--- src/rtl/axi4_rdata_checker_pkg.sv ---
// Shared definitions for the read-data checker and the write-side pattern generator:
// FSM encodings, lane-count derivation and the pattern-step function.
package axi4_rdata_checker_pkg;

    localparam logic [1:0] ST_IDLE  = 2'd0;
    localparam logic [1:0] ST_RUN   = 2'd1;
    localparam logic [1:0] ST_DRAIN = 2'd2;
    localparam logic [1:0] ST_DONE  = 2'd3;

    function automatic int unsigned calc_lanes(input int unsigned bus_w, input int unsigned data_w);
        return bus_w / data_w;
    endfunction

    // Next pattern base after one beat; callers truncate to their lane width.
    function automatic logic [31:0] pattern_step(input logic [31:0] base, input int unsigned lanes);
        return base + lanes;
    endfunction

endpackage

--- src/rtl/axi4_pattern_gen.sv ---
// Memory-test pattern source: one base register stepped by LANES per beat,
// lane x of the beat is base + x. Shared with the write sequencer.
module axi4_pattern_gen
    import axi4_rdata_checker_pkg::*;
#(
    parameter int unsigned pDataBitWidth = 16,
    parameter int unsigned pLanes        = 32,
    parameter int unsigned pSeed         = 0
) (
    input  logic                              iCLK,
    input  logic                              iRST,
    input  logic                              i_clr,
    input  logic                              i_adv,
    output logic [pLanes*pDataBitWidth-1:0]   o_expected
);

    logic [pDataBitWidth-1:0] r_base;
    logic [31:0]              w_next;

    assign w_next = pattern_step(32'(r_base), pLanes);

    always_ff @(posedge iCLK) begin
        if (iRST || i_clr) begin
            r_base <= pDataBitWidth'(pSeed);
        end else if (i_adv) begin
            r_base <= w_next[pDataBitWidth-1:0];
        end
    end

    always_comb begin
        o_expected = '0;
        for (int unsigned x = 0; x < pLanes; x++) begin
            o_expected[x*pDataBitWidth +: pDataBitWidth] = r_base + pDataBitWidth'(x);
        end
    end

endmodule

--- config.mk ---
export PLATFORM = sky130hd
export DESIGN_NAME = axi4_pattern_gen
export DESIGN_NICKNAME = d
export VERILOG_FILES = /design/src/rtl/axi4_rdata_checker_pkg.sv /design/src/rtl/axi4_pattern_gen.sv
export SDC_FILE = /design/constraint.sdc
export NUM_CORES = 1
export LEC_CHECK = 0
export ABC_AREA = 1
export BUFFER_PORTS_ARGS = -buffer_cell sky130_fd_sc_hd__clkbuf_2
export CAP_MARGIN = 20
export CORE_AREA = 2 2 198 200
export CTS_BUF_LIST = sky130_fd_sc_hd__clkbuf_16
export DETAILED_ROUTE_END_ITERATION = 12
export DIE_AREA = 0 0 200 202
export GPL_TIMING_DRIVEN = 0
export PLACE_DENSITY_LB_ADDON = 0.08
export SLEW_MARGIN = 20
export SYNTH_ARGS = -nofsm -noshare
export SYNTH_HDL_FRONTEND = slang
export SYNTH_SLANG_ARGS = --single-unit
--- constraint.sdc ---
create_clock -name iCLK -period 2.3 [get_ports iCLK]
set_clock_uncertainty 0.1 [all_clocks]
set_input_delay 0.575 -clock iCLK [delete_from_list [all_inputs] [get_ports iCLK]]
set_output_delay 0.575 -clock iCLK [all_outputs]
set_load 0.01 [all_outputs]
==> results.py <==
metrics = {
    "global_routing": {
        "grt-ovfl-total": 0,
        "grt_pass1_vias": 3063,
        "grt_antenna_before_repair": 0,
        "grt_start_max_net_pins": 38,
        "grt_pass1_wl_um": 18800,
        "grt_usage_pct": 6.15,
    },
    "pwr": {
        "ir_drop_uv": 144,
        "swShare_pct": 31.8,
        "p_switching_mw": 0.310,
        "power_density_nw_per_um2": 130,
        "intPower_mw": 0.666,
        "p_seq_share_pct": 20.6,
        "p_clk_share_pct": 32.7,
        "p_leak_nw": 5.10,
        "combPwrFrac_pct": 46.7,
    },
    "floorplan": {
        "ios": 516,
        "die-area_um2": 40400,
        "die_w_um": 200,
        "core_area_um2": 38300,
        "rows": 72,
        "die_height_um": 202,
        "start_util_pct": 11.3,
    },
    "cts": {
        "clock_path_buffers": 2,
        "h-tree-depth": 1,
        "cts-buffers-inserted": 3,
        "cts_sinks": 11,
        "cts_root_buf": "clkbuf_16",
        "worstSkewPairLatency_ns": 0.24,
        "cts_hold_buffers": 0,
        "path_clk_slew_ns": 0.04,
        "cts_tree": "done",
    },
    "yosys": {
        "ys_ff_latch": 11,
        "yosysTopAreaCell": "buf_4",
        "syn_area_per_cell_um2": 7.45,
        "synth_flop_cell": "dfxtp_1",
        "synth_cells": 581,
        "synth_commonest_cells": "buf_4 (501), nand2_1 (18), nor2_1 (12), dfxtp_1 (11), inv_1 (10)",
        "synth_edf_count": 0,
        "synth_top_cell_area_share_pct": 86.9,
        "synthTopCellsByArea": "buf_4 (87%), dfxtp_1 (5.1%), nand2_1 (1.6%)",
        "synth-seq-area-share_pct": 5.09,
        "netlist_area_um2": 4330,
        "yosysMostFrequentCell": "buf_4",
        "yosysWarnings": 0,
        "synth_cell_types": 20,
        "postSynth.asyncResetShare_pct": 0,
    },
    "place": {
        "dpl.hpwl_um": 12400,
        "dp_cells": 1615,
        "place.gp.congestion": 0.662,
        "portBuffers": 355,
    },
    "routing": {
        "via_count": 3977,
        "wl_per_cell_um": 8.89,
        "routed_wl_um": 14400,
        "drc": 0,
        "antenna_left": 0,
        "via_per_inst": 2.46,
        "drtPass1Iterations": 4,
        "drt_iter0_markers": 81,
    },
    "critical_path": {
        "end_kind": "output pin",
        "cp_slowest_cell": "dfxtp_2",
        "max_stage_delay_ns": 0.76,
        "required_ns": 1.62,
        "crit_path_start_kind": "register",
        "critical-path-top-delay-family": "flip-flops",
        "crit_buf_inv": 2,
        "critical_path_peak_fanout": 36,
        "path_cells": "buf_4 > clkbuf_2",
        "cp.arrival_ns": 1.37,
        "path_class": "reg2out",
    },
    "sta": {
        "fmax_mhz": 488,
        "setup_viol": 0,
        "slew_viol_final": 0,
        "fin_crit_sh_pct": 89.0,
        "max_slew_margin_pct": 54.2,
        "worst_slew_pin_slew_ns": 0.688,
        "hold_viol": 0,
        "fin_crit_ns": 2.05,
        "rsz0062_at_grt": "false",
    },
    "finish": {
        "fin_cells": 1619,
        "regMostFlops": "r_base",
        "nNetsFinal": 1107,
        "utilization_pct": 19.6,
        "top_regs": "r_base x11",
        "area_growth_pct": 73.4,
        "drive_above_1_share_pct": 80.0,
        "largest_register_ffs": 11,
        "n_antenna_cell": 0,
    },
    "flow_run": {
        "drv_cap": 0,
    },
    "min_path": {
        "hold_path_class": "reg2reg",
    },
    "run_status": {
        "outcome": "completed",
    },
}
## worst reg2reg max path: stages (launching register included)
cell and delay, ns:
dfxtp_2 0.72, ha_1 0.30, nand2_4 0.10, nor2_8 0.14, nand4_1 0.10, nand2_1 0.09
nor2_2 0.04
## cells by family (layout without fill, tap and decap cells)
| family | after synthesis | count (layout) | share of synthesized area (%) |
|---|---|---|---|
| buf+inv | 511 | 873 | 87.8 |
| simple gates | 47 | 47 | 5.58 |
| flops | 11 | 11 | 5.09 |
| compound gates | 9 | 9 | 1.10 |
| other cells | 2 | 160 | 0.174 |
| fa+ha+maj | 1 | 1 | 0.289 |
## final timing paths
kind / from / endpoint / slack, ns / cells past startpoint
worst max register to register: r_base[5] / r_base[13] / 0.62 / 6
worst min register to register: r_base[7] / r_base[7] / 0.42 / 2
worst min-delay path: r_base[7] / r_base[7] / 0.42 / 2
worst max-delay path: r_base[9] / o_expected[377] / 0.25 / 2
## layout make-up
cell class                 count  area, µm²
fill                        4403      30800
buffer                       501       3760
timing repair buffer         358       1840
multi-input combinational    217        902
tap                          518        648
sequential                    11        234
clock buffer                   3       75.1
inverter                      10       37.5
clock inverter                 1       3.75
## stage by stage
step                hold slack, ns  cell area, µm²  setup TNS [ns]  setup WS, ns  power (mW)
floorplan                    0.564            4920               0         0.443       0.597
global placement             0.778            7350          -20.00        -0.252       0.650
detailed placement           0.411            7430               0         0.164       0.646
CTS                          0.420            7510               0         0.163       0.968
global route                 0.450            7510               0         0.126        1.03
finish                       0.420            7510               0         0.252       0.976
## power groups by stage
stage	clock [mW]	sequential (mW)	combinational (mW)
2_1_floorplan	0	0.204	0.392
3_3_place_gp	0	0.208	0.442
3_5_place_dp	0	0.205	0.441
4_1_cts	0.325	0.202	0.441
5_1_grt	0.334	0.202	0.496
6_report	0.319	0.201	0.456
## routing by layer
metal	track usage, %	part of all wire, %	up-vias
met4	1.27	0.90	0
met2	13.2	56	253
met5	0	0	-
met3	1.69	11	6
li1	-	-	2135
met1	5.46	32	1583
## cell usage in the layout, fill, tap and decap left out, types with 3 or more instances in the layout
cell type	netlist	layout
nand2_1	18	18
clkbuf_2	0	355
conb_1	2	160
nor2_2	3	3
clkbuf_16	0	3
inv_1	10	11
buf_4	501	501
dfxtp_2	0	11
nor2_1	12	12
nand3_1	4	4
a21oi_1	6	6
## timing repair
| action | CTS | global route |
|---|---|---|
| gates resized for setup | 1 | 0 |
| setup buffers | 0 | 0 |
| endpoints found under the setup margin | 32 | 0 |
(Power assumes the default switching activity.)
